[config.mk]
export PLATFORM = sky130hd
export DESIGN_NAME = csr_file_flat
export DESIGN_NICKNAME = d
export VERILOG_FILES = /design/src/rtl/csr_file_if.sv /design/src/rtl/csr_file.sv /design/src/flat_wrapper.sv
export SDC_FILE = /design/constraint.sdc
export NUM_CORES = 1
export LEC_CHECK = 0
export ABC_AREA = 1
export CAP_MARGIN = 10
export CORE_UTILIZATION = 25
export DETAILED_ROUTE_END_ITERATION = 6
export GPL_ROUTABILITY_DRIVEN = 0
export PLACE_DENSITY = 0.47
export SETUP_SLACK_MARGIN = 0.15
export SLEW_MARGIN = 30
export SYNTH_ARGS = -nofsm -noshare
export SYNTH_HDL_FRONTEND = slang
export SYNTH_SLANG_ARGS = --single-unit
[constraint.sdc]
create_clock -name clk_i -period 5.4 [get_ports clk_i]
set_clock_uncertainty 0.15 [all_clocks]
set_input_delay 0.54 -clock clk_i [delete_from_list [all_inputs] [get_ports clk_i]]
set_output_delay 0.54 -clock clk_i [all_outputs]
set_load 0.005 [all_outputs]
[src/rtl/csr_file_if.sv]
// -----------------------------------------------------------------------------
// csr_file_if
// Request/response bus between the instruction decoder and the CSR file.
//
// Signals:
//   valid    decoder -> csr  request present, held until ack
//   addr     decoder -> csr  12-bit CSR address (instr[31:20])
//   funct3   decoder -> csr  instr[14:12]; [1:0] = 01 write, 10 set, 11 clear
//   wdata    decoder -> csr  rs1 value or zero-extended zimm
//   src_zero decoder -> csr  rs1/zimm field is zero (set/clear do not write)
//   ack      csr -> decoder  one-cycle completion pulse
//   rdata    csr -> decoder  CSR value before the write (0 when illegal)
//   illegal  csr -> decoder  access rejected, no state changed
// Modports: master = decoder side, slave = CSR file side.
// -----------------------------------------------------------------------------
interface csr_file_if;
  logic        valid;
  logic [11:0] addr;
  logic [2:0]  funct3;
  logic [31:0] wdata;
  logic        src_zero;
  logic        ack;
  logic [31:0] rdata;
  logic        illegal;

  modport master (
    output valid, addr, funct3, wdata, src_zero,
    input  ack, rdata, illegal
  );

  modport slave (
    input  valid, addr, funct3, wdata, src_zero,
    output ack, rdata, illegal
  );
endinterface

[src/rtl/csr_file.sv]
// -----------------------------------------------------------------------------
// csr_file
// Machine-mode CSR file for the RV32I core. Executes decoded Zicsr requests
// (read-modify-write with one-cycle ack), holds trap state and the 64-bit
// mcycle/minstret counters.
//
// Ports:
//   clk_i         clock
//   rst_i         synchronous active-high reset
//   bus           csr_file_if.slave request/response bus
//   retire_i      one instruction retired this cycle (minstret increment)
//   trap_i        trap entry pulse (captures mepc/mcause/mtval, stacks MIE)
//   trap_pc_i     PC of the trapping instruction
//   trap_cause_i  value loaded into mcause
//   trap_tval_i   value loaded into mtval
//   mret_i        MRET executed this cycle (unstacks MIE)
//   mtvec_o       current mtvec
//   mepc_o        current mepc
//   mie_o         current mstatus.MIE
// -----------------------------------------------------------------------------
module csr_file #(
  parameter logic [31:0] HART_ID     = 32'd0,
  parameter logic [31:0] MTVEC_RESET = 32'h1000_0000
) (
  input  logic             clk_i,
  input  logic             rst_i,
  csr_file_if.slave        bus,
  input  logic             retire_i,
  input  logic             trap_i,
  input  logic [31:0]      trap_pc_i,
  input  logic [31:0]      trap_cause_i,
  input  logic [31:0]      trap_tval_i,
  input  logic             mret_i,
  output logic [31:0]      mtvec_o,
  output logic [31:0]      mepc_o,
  output logic             mie_o
);

  // CSR addresses
  localparam logic [11:0] A_MSTATUS   = 12'h300;
  localparam logic [11:0] A_MISA      = 12'h301;
  localparam logic [11:0] A_MIE       = 12'h304;
  localparam logic [11:0] A_MTVEC     = 12'h305;
  localparam logic [11:0] A_MSCRATCH  = 12'h340;
  localparam logic [11:0] A_MEPC      = 12'h341;
  localparam logic [11:0] A_MCAUSE    = 12'h342;
  localparam logic [11:0] A_MTVAL     = 12'h343;
  localparam logic [11:0] A_MIP       = 12'h344;
  localparam logic [11:0] A_MCYCLE    = 12'hB00;
  localparam logic [11:0] A_MINSTRET  = 12'hB02;
  localparam logic [11:0] A_MCYCLEH   = 12'hB80;
  localparam logic [11:0] A_MINSTRETH = 12'hB82;
  localparam logic [11:0] A_CYCLE     = 12'hC00;
  localparam logic [11:0] A_INSTRET   = 12'hC02;
  localparam logic [11:0] A_CYCLEH    = 12'hC80;
  localparam logic [11:0] A_INSTRETH  = 12'hC82;
  localparam logic [11:0] A_MVENDORID = 12'hF11;
  localparam logic [11:0] A_MARCHID   = 12'hF12;
  localparam logic [11:0] A_MIMPID    = 12'hF13;
  localparam logic [11:0] A_MHARTID   = 12'hF14;

  localparam logic [31:0] MISA_VALUE  = 32'h4000_0100;

  typedef enum logic [1:0] {
    OP_NONE  = 2'b00,
    OP_WRITE = 2'b01,
    OP_SET   = 2'b10,
    OP_CLEAR = 2'b11
  } op_e;

  // Architectural state
  logic        mie_q;
  logic        mpie_q;
  logic [2:0]  mie_en_q;     // mie bits {11, 7, 3}
  logic [31:2] mtvec_q;
  logic [31:2] mepc_q;
  logic [31:0] mcause_q;
  logic [31:0] mtval_q;
  logic [31:0] mscratch_q;
  logic [63:0] mcycle_q;
  logic [63:0] minstret_q;

  // Response registers
  logic        ack_q;
  logic [31:0] rdata_q;
  logic        illegal_q;

  // Request decode
  op_e         op;
  logic [31:0] old_val;
  logic        known;
  logic        wants_write;
  logic        illegal;
  logic        accept;
  logic        commit;
  logic [31:0] new_val;

  assign op = op_e'(bus.funct3[1:0]);

  // NOTE: every signal assigned in an always_comb gets a default at the top so
  // that no path leaves it unassigned and a latch is never inferred.
  always_comb begin
    old_val = 32'd0;
    known   = 1'b1;
    case (bus.addr)
      A_MSTATUS:              old_val = {19'd0, 2'b11, 3'd0, mpie_q, 3'd0, mie_q, 3'd0};
      A_MISA:                 old_val = MISA_VALUE;
      A_MIE:                  old_val = {20'd0, mie_en_q[2], 3'd0, mie_en_q[1], 3'd0,
                                         mie_en_q[0], 3'd0};
      A_MIP:                  old_val = 32'd0;
      A_MTVEC:                old_val = {mtvec_q, 2'b00};
      A_MSCRATCH:             old_val = mscratch_q;
      A_MEPC:                 old_val = {mepc_q, 2'b00};
      A_MCAUSE:               old_val = mcause_q;
      A_MTVAL:                old_val = mtval_q;
      A_MCYCLE,   A_CYCLE:    old_val = mcycle_q[31:0];
      A_MCYCLEH,  A_CYCLEH:   old_val = mcycle_q[63:32];
      A_MINSTRET, A_INSTRET:  old_val = minstret_q[31:0];
      A_MINSTRETH,A_INSTRETH: old_val = minstret_q[63:32];
      A_MVENDORID, A_MARCHID, A_MIMPID: old_val = 32'd0;
      A_MHARTID:              old_val = HART_ID;
      default:                known   = 1'b0;
    endcase
  end

  always_comb begin
    new_val = old_val;
    case (op)
      OP_WRITE: new_val = bus.wdata;
      OP_SET:   new_val = old_val | bus.wdata;
      OP_CLEAR: new_val = old_val & ~bus.wdata;
      default:  new_val = old_val;
    endcase
  end

  // Set/clear with a zero source is a pure read, so it is legal even on the
  // read-only 0xCxx/0xFxx space. funct3[1:0]=00 is not a CSR op at all.
  assign wants_write = (op == OP_WRITE) ||
                       (((op == OP_SET) || (op == OP_CLEAR)) && !bus.src_zero);
  assign illegal     = !known || (op == OP_NONE) ||
                       ((bus.addr[11:10] == 2'b11) && wants_write);

  // Trap entry and MRET own the trap state that cycle, so the request waits.
  assign accept = bus.valid && !ack_q && !trap_i && !mret_i;
  assign commit = accept && wants_write && !illegal;

  logic wr_mstatus, wr_mie, wr_mtvec, wr_mscratch, wr_mepc, wr_mcause, wr_mtval;
  logic wr_mcycle, wr_mcycleh, wr_minstret, wr_minstreth;

  assign wr_mstatus   = commit && (bus.addr == A_MSTATUS);
  assign wr_mie       = commit && (bus.addr == A_MIE);
  assign wr_mtvec     = commit && (bus.addr == A_MTVEC);
  assign wr_mscratch  = commit && (bus.addr == A_MSCRATCH);
  assign wr_mepc      = commit && (bus.addr == A_MEPC);
  assign wr_mcause    = commit && (bus.addr == A_MCAUSE);
  assign wr_mtval     = commit && (bus.addr == A_MTVAL);
  assign wr_mcycle    = commit && (bus.addr == A_MCYCLE);
  assign wr_mcycleh   = commit && (bus.addr == A_MCYCLEH);
  assign wr_minstret  = commit && (bus.addr == A_MINSTRET);
  assign wr_minstreth = commit && (bus.addr == A_MINSTRETH);

  // NOTE: sequential state is updated only with non-blocking assignments so all
  // registers sample the pre-edge values regardless of statement order.
  always_ff @(posedge clk_i) begin
    if (rst_i) begin
      ack_q      <= 1'b0;
      rdata_q    <= 32'd0;
      illegal_q  <= 1'b0;
      mie_q      <= 1'b0;
      mpie_q     <= 1'b0;
      mie_en_q   <= 3'd0;
      mtvec_q    <= MTVEC_RESET[31:2];
      mepc_q     <= 30'd0;
      mcause_q   <= 32'd0;
      mtval_q    <= 32'd0;
      mscratch_q <= 32'd0;
      mcycle_q   <= 64'd0;
      minstret_q <= 64'd0;
    end else begin
      ack_q <= accept;
      if (accept) begin
        rdata_q   <= illegal ? 32'd0 : old_val;
        illegal_q <= illegal;
      end

      // commit can only be high when neither trap_i nor mret_i is.
      if (trap_i) begin
        mepc_q   <= trap_pc_i[31:2];
        mcause_q <= trap_cause_i;
        mtval_q  <= trap_tval_i;
        mpie_q   <= mie_q;
        mie_q    <= 1'b0;
      end else if (mret_i) begin
        mie_q    <= mpie_q;
        mpie_q   <= 1'b1;
      end else begin
        if (wr_mstatus) begin
          mie_q  <= new_val[3];
          mpie_q <= new_val[7];
        end
        if (wr_mie)      mie_en_q   <= {new_val[11], new_val[7], new_val[3]};
        if (wr_mtvec)    mtvec_q    <= new_val[31:2];
        if (wr_mscratch) mscratch_q <= new_val;
        if (wr_mepc)     mepc_q     <= new_val[31:2];
        if (wr_mcause)   mcause_q   <= new_val;
        if (wr_mtval)    mtval_q    <= new_val;
      end

      // A software write to either half replaces that cycle's increment.
      if (wr_mcycle)       mcycle_q[31:0]  <= new_val;
      else if (wr_mcycleh) mcycle_q[63:32] <= new_val;
      else                 mcycle_q        <= mcycle_q + 64'd1;

      if (wr_minstret)       minstret_q[31:0]  <= new_val;
      else if (wr_minstreth) minstret_q[63:32] <= new_val;
      else if (retire_i)     minstret_q        <= minstret_q + 64'd1;
    end
  end

  assign bus.ack     = ack_q;
  assign bus.rdata   = rdata_q;
  assign bus.illegal = illegal_q;

  assign mtvec_o = {mtvec_q, 2'b00};
  assign mepc_o  = {mepc_q, 2'b00};
  assign mie_o   = mie_q;

  // funct3[2] (register vs immediate form) is resolved by the decoder into
  // wdata; the low PC bits are dropped because mepc is word aligned.
  logic unused_bits;
  assign unused_bits = ^{bus.funct3[2], trap_pc_i[1:0]};

endmodule

[src/flat_wrapper.sv]
// flat-port wrapper written by rule: the top's interface ports become plain ports
module csr_file_flat 
#(
  parameter logic [31:0] HART_ID     = 32'd0,
  parameter logic [31:0] MTVEC_RESET = 32'h1000_0000
)
  (clk_i, rst_i, retire_i, trap_i, trap_pc_i, trap_cause_i, trap_tval_i, mret_i, mtvec_o, mepc_o, mie_o, bus_valid, bus_addr, bus_funct3, bus_wdata, bus_src_zero, bus_ack, bus_rdata, bus_illegal);
  csr_file_if bus_i ();
  input  logic clk_i;
  input  logic rst_i;
  input  logic retire_i;
  input  logic trap_i;
  input  logic [31:0] trap_pc_i;
  input  logic [31:0] trap_cause_i;
  input  logic [31:0] trap_tval_i;
  input  logic mret_i;
  output logic [31:0] mtvec_o;
  output logic [31:0] mepc_o;
  output logic mie_o;
  input wire logic [$bits(bus_i.valid)-1:0] bus_valid;
  input wire logic [$bits(bus_i.addr)-1:0] bus_addr;
  input wire logic [$bits(bus_i.funct3)-1:0] bus_funct3;
  input wire logic [$bits(bus_i.wdata)-1:0] bus_wdata;
  input wire logic [$bits(bus_i.src_zero)-1:0] bus_src_zero;
  output wire logic [$bits(bus_i.ack)-1:0] bus_ack;
  output wire logic [$bits(bus_i.rdata)-1:0] bus_rdata;
  output wire logic [$bits(bus_i.illegal)-1:0] bus_illegal;
  assign bus_i.valid = bus_valid;
  assign bus_i.addr = bus_addr;
  assign bus_i.funct3 = bus_funct3;
  assign bus_i.wdata = bus_wdata;
  assign bus_i.src_zero = bus_src_zero;
  assign bus_ack = bus_i.ack;
  assign bus_rdata = bus_i.rdata;
  assign bus_illegal = bus_i.illegal;
  csr_file #(.HART_ID(HART_ID), .MTVEC_RESET(MTVEC_RESET)) u_core (.clk_i(clk_i), .rst_i(rst_i), .bus(bus_i), .retire_i(retire_i), .trap_i(trap_i), .trap_pc_i(trap_pc_i), .trap_cause_i(trap_cause_i), .trap_tval_i(trap_tval_i), .mret_i(mret_i), .mtvec_o(mtvec_o), .mepc_o(mepc_o), .mie_o(mie_o));
endmodule
Word-level counts from Yosys, hierarchy flattened
Cells that the tools add are included.

Add/sub/neg operators: 2. Eq/ne operators: 28. Multiplexer cells: 25. Bitwise gates (word level): 6. Reductions and logical operators: 50.

Operators by type and width (count): 32-bit two-way mux (13); 32-bit one-hot mux with 12 select lines (1); 12-bit == test (second input constant) (12); 64-bit by 1-bit adder with 64-bit output (second input constant) (2); 12-bit by 10-bit == test with 1-bit output (second input constant) (9); 32-bit one-hot mux with 3 select lines (1); 30-bit two-way mux (3); 64-bit two-way mux (1); 32-bit AND (1); 32-bit NOT (1); 32-bit OR (1); 21-bit OR reduction (1); 1-bit logical AND (18); 2-bit nonzero test (6); 2-bit AND reduction (5); 2-bit OR reduction (5); 3-bit AND reduction (3); 2-bit == test (second input constant) (3); 1-bit logical NOT (6); 1-bit two-way mux (6); 1-bit logical OR (4); 2-bit by 1-bit != test with 1-bit output (second input constant) (2); 1-bit NOT (3); 3-bit nonzero test (1); other kinds (3) (3).

Flip-flop bits (word level): 323. Input port bits: 150. Output and inout bits: 99. Word-level logic and storage cells: 126.

Logic depth before layout (Yosys ltp)
Depth in word-level cells: 12. Depth in mapped cells: 19. Gate-level depth less buffers: 18.

Worst setup path after synthesis
OpenSTA, ideal clock, no wires.

Path type: input-to-reg. Start point: input trap_i. End point: register u_core.minstret_q[22]. Setup time: 0.132 ns. Arrival: 2.166 ns. Data required time: 5.118 ns. Path slack: 2.952 ns. Stages on the path: 11. Path buffers: 3. Path through: buf_2 > nor2_2 > inv_2 > nor3_2 > nand3_1 > inv_1 > nand4_2 > buf_2 > buf_4 > nand3_1 > a21oi_1.

Cells in the longest elaborated chain, start to end: 8. Elaborated cells between the ends (all ways): 11.

RTL lines: start: declaration (RTL line flat_wrapper.sv:12) `input logic trap_i;`; 1-bit logical NOT (*) (RTL line csr_file.sv:144) `assign accept = bus.valid && !ack_q && !trap_i && !mret_i;`; 1-bit logical AND (*) (2 in a row) (RTL line csr_file.sv:144); 1-bit logical AND (*) (2 in a row) (RTL line csr_file.sv:145) `assign commit = accept && wants_write && !illegal;`; 1-bit logical AND, on equally long branches (RTL line csr_file.sv:160, csr_file.sv:159); 2-bit by 1-bit != test with 1-bit output (no source line) or 2-bit nonzero test (tied branches); 2-bit AND reduction (no source line); end signal: assignment (RTL line csr_file.sv:214) `if (wr_minstret) minstret_q[31:0] <= new_val;`; end signal: assignment (RTL line csr_file.sv:216) `else if (retire_i) minstret_q <= minstret_q + 64'd1;`; end: declaration (RTL line csr_file.sv:81) `logic [63:0] minstret_q;`.

Mark *: on every way between the ends. The rest lies on a longest branch, timed or not. A chain may end at the register's enable or synchronous reset.

Worst setup path after layout
Start point: input bus_addr[2]. End point: register u_core.mepc_q[25] (netlist name).

Cells in the longest elaborated chain, start to end: 11. Elaborated cells between the ends (all ways): 42.

RTL lines: start: declaration (RTL line flat_wrapper.sv:21) `input wire logic [$bits(bus_i.addr)-1:0] bus_addr;`; branches (longest 11 deep; another with 32-bit one-hot mux with 12 select lines); end signal: assignment (RTL line csr_file.sv:188) `mepc_q <= trap_pc_i[31:2];`; end signal: assignment (RTL line csr_file.sv:204) `if (wr_mepc) mepc_q <= new_val[31:2];`; end: declaration (RTL line csr_file.sv:76) `logic [31:2] mepc_q;`.

Parallel ways; which one is timed is not known. The select of a mux whose other input is x is not followed.

==> results.md <==
Status:
- The flow ran to the end, and the final reports show no timing, DRC or antenna violations.

STA:
- The max-slew violation count is 0.
- The slew at the pin with the worst max-slew slack is 995 ps.
- The worst setup margin is between 1500 and 2000 ps.
- After routing, the total negative slack on setup checks comes to 0 ps.
- The shortest clock period the worst path allows after layout is 3890 ps.
- In the finished design, the share of the clock period the worst path needs comes to 71.9%.
- The hold violation total from the final report is 0.
- The highest achievable clock rate is 0.257 GHz.
- Setup repair after global routing left no endpoint under its margin.
- The worst slew margin relative to its limit is 33.2%.
- The final-report setup violation count is 0.

Cells and area:
- The count of cells in the finished layout, fillers not included, comes to 5042.
- Summing all multi-input logic gate instances after layout gives 12700 µm².
- The area added between synthesis and finish is 23.5%.
- The proportion of layout cells with a drive suffix above 1 is 5.12%.
- Fill cells in the final layout number 9579.
- The utilization after layout is 31.4%.
- After the last flow step, the layout net total stands at around 4000.
- The antenna cell count is 0.
- The sequential cells in the finished layout cover a total of 6470 µm².

Die:
- The area of the core region is 84000 µm².
- In this run the horizontal extent of the chip is 294 µm.
- The number of top-level design ports is 249.
- The initial utilization of the core area, before any placement, comes to 25.4%.
- The die is 294 µm tall.
- The initialized floorplan defines 106 standard-cell rows.
- The die area is 86400 µm².

Yosys:
- The commonest cells after synthesis are sky130_fd_sc_hd__nand2_1 (1389), sky130_fd_sc_hd__nor2_1 (424), sky130_fd_sc_hd__nand3_1 (338), sky130_fd_sc_hd__inv_1 (335), sky130_fd_sc_hd__dfxtp_1 (323).
- sky130_fd_sc_hd__nand2_1 is the most common cell in the netlist.
- The cell type with the largest total area after synthesis is sky130_fd_sc_hd__dfxtp_1.
- After synthesis, the share of flip-flops with an asynchronous set or reset is 0%.
- Each instance of the synthesized netlist takes up on average 5.75 µm².
- The area of the mapped netlist is 21300 µm².
- For this run, the number of Yosys warnings is 0.
- Synthesis produced 3705 cells.
- The count of flip-flops with a built-in enable after synthesis is 0.
- The most used flip-flop cell after synthesis is sky130_fd_sc_hd__dfxtp_1.
- After synthesis, the netlist uses 46 different library cells.
- The share of Yosys cell area claimed by the top area cell type is 30.3%.
- For this run, the register share of the synthesized area comes to 30.3%.
- In this run, synthesis produced a sequential element count of approximately 320.
- Ranked by total cell area, the synthesized netlist is headed by sky130_fd_sc_hd__dfxtp_1 (30%), sky130_fd_sc_hd__nand2_1 (24%), sky130_fd_sc_hd__nand3_1 (7.9%), sky130_fd_sc_hd__nor2_1 (7.5%), sky130_fd_sc_hd__a21oi_1 (5.9%).

Drt:
- The first routing iteration left ~2400 violations.
- The count of antenna-violating nets left after detailed routing is 0.
- Dividing the detail-routed wire length by the instance count gives 20.6 µm.
- Wires add up to 104 mm.
- The routed via count divided by cell count is 4.86.
- After detailed routing, the number of remaining DRC violations is 0.
- The routed layout has 24500 vias.
- The first detailed-routing pass ran for 6 iterations.

CTS:
- The number of buffers between clock root and the deepest sink is 3.
- The number of levels in the clock H-tree is 2.
- The clock net in this run drives a total of 323 sinks.
- The clock input transition at the sequential cells of the worst setup and hold paths is ~60 ps.
- The number of gates resized after CTS was 0.
- After clock tree synthesis, the flow added hold-fix buffers numbering 0.
- The number of CTS-inserted buffers is 43.
- The CTS tree is done.
- At the later pin of the worst-skew pair, clock insertion delay measures 600 ps.
- The tree is rooted in a sky130_fd_sc_hd__clkbuf_16.
- The number of buffers added for setup after CTS is 0.

Setup path:
- STA classifies the critical path startpoint as an input pin.
- STA puts the critical path data required time at 5720 ps.
- The worst-path cell with the longest stage delay is sky130_fd_sc_hd__clkdlybuf4s50_1.
- The maximum fanout encountered on the critical timing path is 23.
- The signal arrival time at the worst endpoint is about 4200 ps.
- The worst path buffer plus inverter count is 3.
- Broken down by cell family, the worst path's largest delay share belongs to simple AND/OR/NAND/NOR gates.
- Counting buffers and inverters, the worst setup path is 16 cells deep.
- The endpoint kind of the worst setup timing path is a register.
- Traced cell by cell, the critical path runs through clkdlybuf4s50_1, nor2_2, nand2_1, inv_2, nand3_2, nand2_1, nor2_1, nand2_2, o21bai_4, nor2_8, nand2_2, nand2_2, buf_4, nand3_1, nand2_1, nor2_1.
- The maximum single-stage delay on the critical path is ~500 ps.
- The depth of the worst register-to-register path is 15.
- The critical path is of the input pin to register type.

Placement:
- The half-perimeter wire length after placement is 78.9 mm.
- The cell total after placement is 4964.
- The pre-CTS setup slack is around 1000 ps.
- The quantity of I/O buffers inserted on ports is 241.

GRT:
- Global routing used 23.5% of the available tracks.
- After global routing the overflow that remains totals 0.
- The initial antenna violation count is 2.
- Entering global routing, the biggest net connects 90 pins.
- The global-route wire length before repair is 152 mm.
- The number of global-route vias before repair was 22900.

Min path:
- In this run the worst hold path is classified as input pin to register.
- Counting instances, the worst hold path has a depth of 6.

Power:
- The peak supply drop is 0.000185 V.
- The power density normalized to cell area is 235 nW/µm².
- Summed over all cells, the static leakage comes to roughly 11 nW.

Flow run:
- The tool flagged a number of max-cap violations equal to 0.
## where the power goes
part	leakage, nW	switching [mW]	internal [mW]
Sequential	2.63	0.0602	2.45
Combinational	7.87	0.430	0.249
Clock	0.718	1.24	1.77
## worst register-to-register path: stages, from the launching register on
cell and delay [ps]:
sky130_fd_sc_hd__dfxtp_1 380, sky130_fd_sc_hd__ha_1 200, sky130_fd_sc_hd__nand3_1 260, sky130_fd_sc_hd__inv_1 160, sky130_fd_sc_hd__nand2_1 160, sky130_fd_sc_hd__nor2_1 330
sky130_fd_sc_hd__inv_1 110, sky130_fd_sc_hd__nor2_1 250, sky130_fd_sc_hd__nand3_1 400, sky130_fd_sc_hd__nor2_1 470, sky130_fd_sc_hd__nand2_1 150, sky130_fd_sc_hd__xor2_1 170
sky130_fd_sc_hd__nand2_1 60, sky130_fd_sc_hd__o21ai_0 80, sky130_fd_sc_hd__nor2_1 110, sky130_fd_sc_hd__nor2_1 50
## final timing paths
check,endpoint,from,slack [ps]
max reg2reg,u_core.minstret_q[58],u_core.minstret_q[1],1810
min,u_core.mpie_q,trap_i,250
min reg2reg,u_core.mscratch_q[23],u_core.mscratch_q[23],290
max,u_core.mepc_q[25],bus_addr[2],1510
## layout by cell type, fill, tap and decap left out, drive strengths merged, types with 69 or more instances in the layout
master | netlist | routed
nor2 | 439 | 439
nand2 | 1408 | 1408
a21oi | 253 | 253
o21ai | 156 | 156
nand3 | 340 | 340
dfxtp | 323 | 323
xor2 | 101 | 101
buf | 93 | 69
clkdlybuf4s50 | 0 | 239
inv | 346 | 347
## sequential cells by signal, indices dropped and copies added (netlist names), 3 cells and up
name / flops
u_core.mscratch_q: 32
u_core.bus.rdata: 32
u_core.minstret_q: 64
u_core.mepc_q: 30
u_core.mtval_q: 32
u_core.mcause_q: 32
u_core.mcycle_q: 64
u_core.mtvec_q: 30
u_core.mie_en_q: 3
## cell families (layout without fill, tap and decap cells)
| kind of cell | after synthesis | in the layout | synth area share, % |
|---|---|---|---|
| AO/OA/AOI/OAI | 424 | 424 | 10.2 |
| AND/OR/NAND/NOR | 2313 | 2313 | 44.8 |
| XOR/XNOR | 108 | 108 | 4.44 |
| buffers and inverters | 534 | 734 | 10.1 |
| other | 1 | 4 | 0.0176 |
| flip-flops | 323 | 323 | 30.3 |
| adder cells (fa/ha/maj) | 2 | 2 | 0.117 |
## layer usage
layer  vias up  global-route usage (%)  wire length [µm]
li1      12000                       -                 -
met3       148                    3.00              6960
met2       901                    36.9             45600
met5         -                       0                 0
met4         0                    7.18              3140
met1     11500                    33.1             48100
## through the flow
step,instance area [µm²],total power [mW],hold WS [ps]
detailed placement,24900,3.23,285
finish,26300,6.20,250
floorplan,21300,2.87,274
global route,26300,6.39,305
global placement,24900,3.23,283
CTS,26300,6.24,223
## area by class of cell
type	instances	share of cell area, %
clock inverter	14	0.718
inverter	348	4.97
tap	1134	5.39
clock buffer	64	4.80
timing repair buffer	308	11.2
multi-input combinational	2851	48.3
sequential	323	24.6
Power figures use the tool's default switching activity.
